==> src/rtl/mips_output_display_if.sv <==
// Bundle of the output strobe/value coming from the processor and the
// display-side results. The producer (processor or bench) uses master,
// the display stage uses slave.
interface mips_output_display_if #(
    parameter int DIGITS = 3
);
    logic                  out_valid;
    logic [31:0]           out_data;
    logic [7*DIGITS-1:0]   hex_out;
    logic                  busy;
    logic                  done;
    logic                  overflow;
    logic                  overrun;

    modport master (
        output out_valid, out_data,
        input  hex_out, busy, done, overflow, overrun
    );

    modport slave (
        input  out_valid, out_data,
        output hex_out, busy, done, overflow, overrun
    );
endinterface

==> src/rtl/mips_output_display.sv <==
// Processor output stage: edge-detects the output strobe, converts the
// qualified 32-bit two's-complement value to signed decimal with a
// one-bit-per-cycle double-dabble engine and holds active-low 7-segment
// patterns until the next conversion completes. One value may wait in a
// single-entry buffer while a conversion runs; a newer one replaces it.
module mips_output_display #(
    parameter int DIGITS = 3
) (
    input  logic               clock,
    input  logic               reset,
    mips_output_display_if.slave bus
);
    typedef enum logic [1:0] {
        S_IDLE  = 2'd0,
        S_ABS   = 2'd1,
        S_SHIFT = 2'd2,
        S_DONE  = 2'd3
    } state_t;

    localparam logic [6:0] SEG_MINUS = 7'b0111111;
    localparam logic [6:0] SEG_BLANK = 7'b1111111;
    // Digit 0 shows "0", every other digit blank.
    localparam logic [7*DIGITS-1:0] HEX_RESET = {{(7*(DIGITS-1)){1'b1}}, 7'b1000000};

    function automatic logic [6:0] f_seg(input logic [3:0] d);
        logic [6:0] s;
        case (d)
            4'd0:    s = 7'b1000000;
            4'd1:    s = 7'b1111001;
            4'd2:    s = 7'b0100100;
            4'd3:    s = 7'b0110000;
            4'd4:    s = 7'b0011001;
            4'd5:    s = 7'b0010010;
            4'd6:    s = 7'b0000010;
            4'd7:    s = 7'b1111000;
            4'd8:    s = 7'b0000000;
            4'd9:    s = 7'b0010000;
            default: s = SEG_BLANK;
        endcase
        return s;
    endfunction

    state_t              r_state;
    state_t              w_state_next;
    logic                r_valid_prev;
    logic                w_accept;
    logic [31:0]         r_data;
    logic [31:0]         r_pend;
    logic                r_pend_valid;
    logic                r_sign;
    logic [31:0]         r_mag;
    logic [31:0]         w_mag;
    logic [39:0]         r_bcd;
    logic [35:0]         w_bcd_adj;
    logic [5:0]          r_cnt;
    logic [7*DIGITS-1:0] r_hex;
    logic [7*DIGITS-1:0] w_hex_comp;
    logic                r_done;
    logic                r_overflow;
    logic                r_overrun;
    logic                w_ovf;
    logic [3:0]          w_msd;

    assign w_accept = bus.out_valid & ~r_valid_prev;

    // Unsigned two's-complement magnitude; 0x80000000 maps to 2^31.
    assign w_mag = r_data[31] ? (~r_data + 32'd1) : r_data;

    // Add-3 correction on the lower nine nibbles. The top nibble never
    // exceeds 4 for a 32-bit magnitude, so it needs no correction.
    genvar gi;
    generate
        for (gi = 0; gi < 9; gi++) begin : g_adj
            assign w_bcd_adj[4*gi +: 4] = (r_bcd[4*gi +: 4] >= 4'd5) ?
                                          (r_bcd[4*gi +: 4] + 4'd3) : r_bcd[4*gi +: 4];
        end
    endgenerate

    // Overflow test and position of the most significant nonzero digit.
    always_comb begin
        w_ovf = 1'b0;
        w_msd = 4'd0;
        for (int k = 0; k < 10; k++) begin
            if (r_bcd[4*k +: 4] != 4'd0) begin
                w_msd = 4'(k);
                if (k >= DIGITS || (r_sign && k >= DIGITS - 1)) begin
                    w_ovf = 1'b1;
                end
            end
        end
    end

    // Per-digit pattern: minus on overflow or in the sign position,
    // leading zeros blanked except digit 0.
    generate
        for (gi = 0; gi < DIGITS; gi++) begin : g_digit
            assign w_hex_comp[7*gi +: 7] =
                w_ovf                               ? SEG_MINUS :
                (r_sign && (gi == DIGITS - 1))      ? SEG_MINUS :
                ((gi == 0) || (4'(gi) <= w_msd))    ? f_seg(r_bcd[4*gi +: 4]) :
                                                      SEG_BLANK;
        end
    endgenerate

    // State register.
    always_ff @(posedge clock or posedge reset) begin
        if (reset) begin
            r_state <= S_IDLE;
        end else begin
            r_state <= w_state_next;
        end
    end

    // Next-state logic.
    always_comb begin
        w_state_next = r_state;
        case (r_state)
            S_IDLE:  if (w_accept) w_state_next = S_ABS;
            S_ABS:   w_state_next = S_SHIFT;
            S_SHIFT: if (r_cnt == 6'd31) w_state_next = S_DONE;
            S_DONE:  w_state_next = (w_accept || r_pend_valid) ? S_ABS : S_IDLE;
            default: w_state_next = S_IDLE;
        endcase
    end

    // Datapath: capture, conversion, pending buffer and display registers.
    always_ff @(posedge clock or posedge reset) begin
        if (reset) begin
            r_valid_prev <= 1'b0;
            r_data       <= 32'd0;
            r_pend       <= 32'd0;
            r_pend_valid <= 1'b0;
            r_sign       <= 1'b0;
            r_mag        <= 32'd0;
            r_bcd        <= 40'd0;
            r_cnt        <= 6'd0;
            r_hex        <= HEX_RESET;
            r_done       <= 1'b0;
            r_overflow   <= 1'b0;
            r_overrun    <= 1'b0;
        end else begin
            r_valid_prev <= bus.out_valid;
            r_done       <= 1'b0;
            r_overrun    <= 1'b0;
            case (r_state)
                S_IDLE: begin
                    if (w_accept) r_data <= bus.out_data;
                end
                S_ABS: begin
                    r_sign <= r_data[31];
                    r_mag  <= w_mag;
                    r_bcd  <= 40'd0;
                    r_cnt  <= 6'd0;
                end
                S_SHIFT: begin
                    r_bcd <= {r_bcd[38:36], w_bcd_adj, r_mag[31]};
                    r_mag <= {r_mag[30:0], 1'b0};
                    r_cnt <= r_cnt + 6'd1;
                end
                S_DONE: begin
                    r_hex      <= w_hex_comp;
                    r_overflow <= w_ovf;
                    r_done     <= 1'b1;
                    // A fresh strobe outranks the buffered value.
                    if (w_accept) begin
                        r_data <= bus.out_data;
                    end else if (r_pend_valid) begin
                        r_data       <= r_pend;
                        r_pend_valid <= 1'b0;
                    end
                end
                default: ;
            endcase
            // Strobes arriving mid-conversion go to the one-entry buffer.
            if (w_accept && (r_state == S_ABS || r_state == S_SHIFT)) begin
                r_pend       <= bus.out_data;
                r_pend_valid <= 1'b1;
                if (r_pend_valid) r_overrun <= 1'b1;
            end
        end
    end

    assign bus.hex_out  = r_hex;
    assign bus.busy     = (r_state != S_IDLE);
    assign bus.done     = r_done;
    assign bus.overflow = r_overflow;
    assign bus.overrun  = r_overrun;
endmodule

==> src/flat_wrapper.sv <==
// flat-port wrapper written by rule: the top's interface ports become plain ports
module mips_output_display_flat 
#(
    parameter int DIGITS = 3
)
  (clock, reset, bus_out_valid, bus_out_data, bus_hex_out, bus_busy, bus_done, bus_overflow, bus_overrun);
  mips_output_display_if #(.DIGITS(DIGITS)) bus_i ();
  input  logic clock;
  input  logic reset;
  input wire logic [$bits(bus_i.out_valid)-1:0] bus_out_valid;
  input wire logic [$bits(bus_i.out_data)-1:0] bus_out_data;
  output wire logic [$bits(bus_i.hex_out)-1:0] bus_hex_out;
  output wire logic [$bits(bus_i.busy)-1:0] bus_busy;
  output wire logic [$bits(bus_i.done)-1:0] bus_done;
  output wire logic [$bits(bus_i.overflow)-1:0] bus_overflow;
  output wire logic [$bits(bus_i.overrun)-1:0] bus_overrun;
  assign bus_i.out_valid = bus_out_valid;
  assign bus_i.out_data = bus_out_data;
  assign bus_hex_out = bus_i.hex_out;
  assign bus_busy = bus_i.busy;
  assign bus_done = bus_i.done;
  assign bus_overflow = bus_i.overflow;
  assign bus_overrun = bus_i.overrun;
  mips_output_display #(.DIGITS(DIGITS)) u_core (.clock(clock), .reset(reset), .bus(bus_i));
endmodule
==> config.mk <==
export PLATFORM = sky130hd
export DESIGN_NAME = mips_output_display_flat
export DESIGN_NICKNAME = d
export VERILOG_FILES = /design/src/rtl/mips_output_display_if.sv /design/src/rtl/mips_output_display.sv /design/src/flat_wrapper.sv
export SDC_FILE = /design/constraint.sdc
export NUM_CORES = 1
export LEC_CHECK = 0
export CAP_MARGIN = 10
export CORE_MARGIN = 2
export CORE_UTILIZATION = 64
export DETAILED_ROUTE_END_ITERATION = 8
export PLACE_DENSITY = 0.95
export RECOVER_POWER = 100
export SLEW_MARGIN = 20
export SYNTH_ARGS = -nofsm -noshare
export SYNTH_HDL_FRONTEND = slang
export SYNTH_SLANG_ARGS = --single-unit
==> constraint.sdc <==
create_clock -name clock -period 18.3 [get_ports clock]
set_clock_uncertainty 0.15 [all_clocks]
set_input_delay 5.49 -clock clock [delete_from_list [all_inputs] [get_ports clock]]
set_output_delay 5.49 -clock clock [all_outputs]
set_load 0.005 [all_outputs]
==> results.md <==
- Outcome: finished with violations
- Failing checks: capacitance limit, slew limit
- Final net count: 1045
- P_leak: 0.00440 uW
- CTS resizes: 0
- Clk buf depth: 2
- Post-CTS Hold Buffers: 0
- Die X: 123 um
- Hold Path Depth: 2
- CP max stage delay: 2200 ps
- Pwr/cell area: 176 mW/mm^2
- Area Overhead vs Synth: 13.1%
- Initial antenna violation count: 0
- Avg Cell Area, Syn: 9.65 sq um
- Net Sw Power: 751 uW
- Syn Inst Count: 940
- Detail Route Antenna Nets: 0
- Synth Warn #: 0
- CP Cell Sequence: dlygate4sd3_1, clkinvlp_2, buf_4
- Critical Path End Type: async pin
- Post-synth EDFFs: 0
- Synth area leader: dfrtp_1
- Area of the multi-input gates: 0.00432 sq mm
- Crit path buffers/inverters: 3
- Row count: 43
- Core ar.: 0.0139 sq mm
- First-pass GRT wire length: 33800 um
- Slew Viols, Final: 327
- Ant diodes: 0
- Setup slack, reg-to-reg: 11490 ps
- Synth area leaders: dfrtp_1, ha_1, a21oi_1
- R2R depth: 5
- Comb pwr share: 44.6%
- Setup TNS: 0 ps
- Final hold violations: 0
- CTS Buf Count: 17
- Finish-stage setup viols: 0
- Peak VDD IR: 0.000131 V
- Min cycle time layout: 9070 ps
- Routed len/inst: 17.2 um
- Reg clk slew, reported paths: 70 ps
- Crit. Startpoint: reset
- Cell internal pwr: 1050 uW
- Crit path required time: 18570 ps
- Residual DRC: 0
- Clock share of power: 18.4%
- Fmax: 110 MHz
- Grt ovf: 0
- Post-DP HPWL: 12200 um
- Sw Share: 41.7%
- Post-Place Worst Slack: 10540 ps
- WP depth: 3
- Root buffer cell: clkbuf_16
- Post-CTS setup repair buffer count: 0
- Clock Latency Late Sink: 430 ps
- Die area: 0.0151 sq mm
- Reg-to-reg critical path startpoint: u_core.r_state[0]
- Vias in the first global route: 7049
- CP startpoint kind: input port
- DRT iter0 DRCs: 586
- CP Max Fanout: 92
- Setup WS post-layout: 9230 ps
- Filler cells: 868
- Vias per cell: 6.23
- Critical path type: input port to async pin
- Async S/R FF share, synth: 100%
- Worst hold path type: flip-flop to flip-flop
- Largest net degree at the start of global routing: 105
- Max-Cap Viols: 6
- Die Height: 123 um
- CP Data Arrival Time: 9340 ps
- WHS: 320 ps
- Crit Reg-Reg Endpoint: u_core.r_bcd[24]
- Share of the synthesized area in the top cell type: 43.0%
- Gr usage total: 28.2%
- Total Wirelength: 20000 um
- Post-synth top cells: dfrtp_1, nor2_1, a21oi_1, o21ai_0
- #FFs+latches synth: 171
- Most used flip-flop cell after synthesis: dfrtp_1
- DR pass1 iterations: 5
- Unrepaired setup endpoints after global routing: no
- Share of layout cells above drive strength 1: 10.1%
- Syn Std Cell Area: 0.00907 sq mm
- Crit share post-route: 49.5%
- Reg area: 0.00430 sq mm
- Syn Nets: 1014
- Core Util, Final: 73.9%
- Post-synth cell types: 56
- CTS tree: built
- I/O pins: 60
- H-tree Lvls: 4
- Crit path capture: u_core.r_data[26]
- CP top delay family: buffers and inverters
- CP max stage cell: clkinvlp_2
- Sequential Power Share: 37.0%
- Clk sinks: 171
- Routability congestion estimate: 0.890
- Initial Util: 65.3%
- Via count: 7247
- Buffers on Ports: 59
- Sequential area share after synthesis: 47.4%
- Slew @ Worst Pin: 3940 ps
- Top-count cell post-synth: dfrtp_1
- Slew HR: -164%
placed cells by master (no fill, tap or decap), types with 20 or more instances in the layout:
cell type        count
nor2_1              88
a21oi_1             81
o22ai_1             33
mux2_2              34
mux2i_1             39
ha_1                39
clkdlybuf4s50_1     32
xnor2_1             20
dfrtp_1            156
inv_1               61
o21ai_0             89
nand2_1             62
dlygate4sd3_1       27
power by group through the flow:
stage	clock network, uW	logic [uW]	registers (uW)
finish	332	804	667
global placement	0	742	654
floorplan	0	614	622
detailed placement	0	780	664
global route	351	891	683
CTS	334	803	662
metal layers:
layer  track usage [%]  wire [um]  share of wire, %  up-vias
li1                  -          -                 -     3374
met1              35.5       8310                42     3597
met2              49.0      10500                52      234
met3              5.12        865               4.3       42
met4              9.52        363               1.8        0
met5                 0          0                 0        -
flip-flops by register name (all words and copies together), names as in the netlist:
| register | cells |
|---|---|
| u_core.bus.overflow | 1 |
| u_core.r_pend | 32 |
| u_core.r_state | 2 |
| u_core.bus.hex_out | 21 |
| u_core.r_cnt | 6 |
| u_core.r_valid_prev | 1 |
| u_core.r_pend_valid | 1 |
| u_core.r_sign | 1 |
| u_core.bus.done | 1 |
| u_core.r_data | 32 |
| u_core.r_bcd | 40 |
| u_core.bus.overrun | 1 |
| u_core.r_mag | 32 |
area by class of cell:
class                           instances  area share [%]
Multi-Input combinational cell        651            42.2
Sequential cell                       171            41.9
Timing Repair Buffer                   66            6.12
Clock buffer                           19            4.32
Inverter                               64            2.35
Tap cell                              180            2.20
Clock inverter                         13           0.939
through the flow:
step / total power, uW / cells / cell area, sq um
after floorplan: 1240 / 940 / 9070
after global placement: 1400 / 1132 / 9760
after detailed placement: 1440 / 1132 / 9760
after CTS: 1800 / 1164 / 10300
after global routing: 1930 / 1164 / 10300
final: 1800 / 1164 / 10300
logic make-up after synthesis:
kind of cell             after synthesis  share of synthesized area (%)
AO/OA/AOI/OAI                        267                           17.5
XOR/XNOR                              37                           3.57
adder cells (fa/ha/maj)               39                           5.38
buffers and inverters                118                           4.94
flip-flops                           171                           47.4
multiplexers                          75                           8.77
AND/OR/NAND/NOR                      233                           12.5
worst min path at each step:
stage | to | from | slack, ps
after floorplan | u_core.bus.hex_out[6] | u_core.bus.hex_out[6] | 300
after global placement | u_core.bus.hex_out[6] | u_core.bus.hex_out[6] | 300
after detailed placement | u_core.bus.hex_out[13] | u_core.bus.hex_out[13] | 310
after CTS | u_core.bus.hex_out[13] | u_core.bus.hex_out[13] | 330
after global routing | u_core.bus.hex_out[13] | u_core.bus.hex_out[13] | 340
final | u_core.bus.hex_out[13] | u_core.bus.hex_out[13] | 320
tightest hold or removal path, stage by stage (launching register included):
cell and delay, ps:
dfstp_2 370, inv_1 40, o21ai_0 60
(Power assumes the default switching activity.)
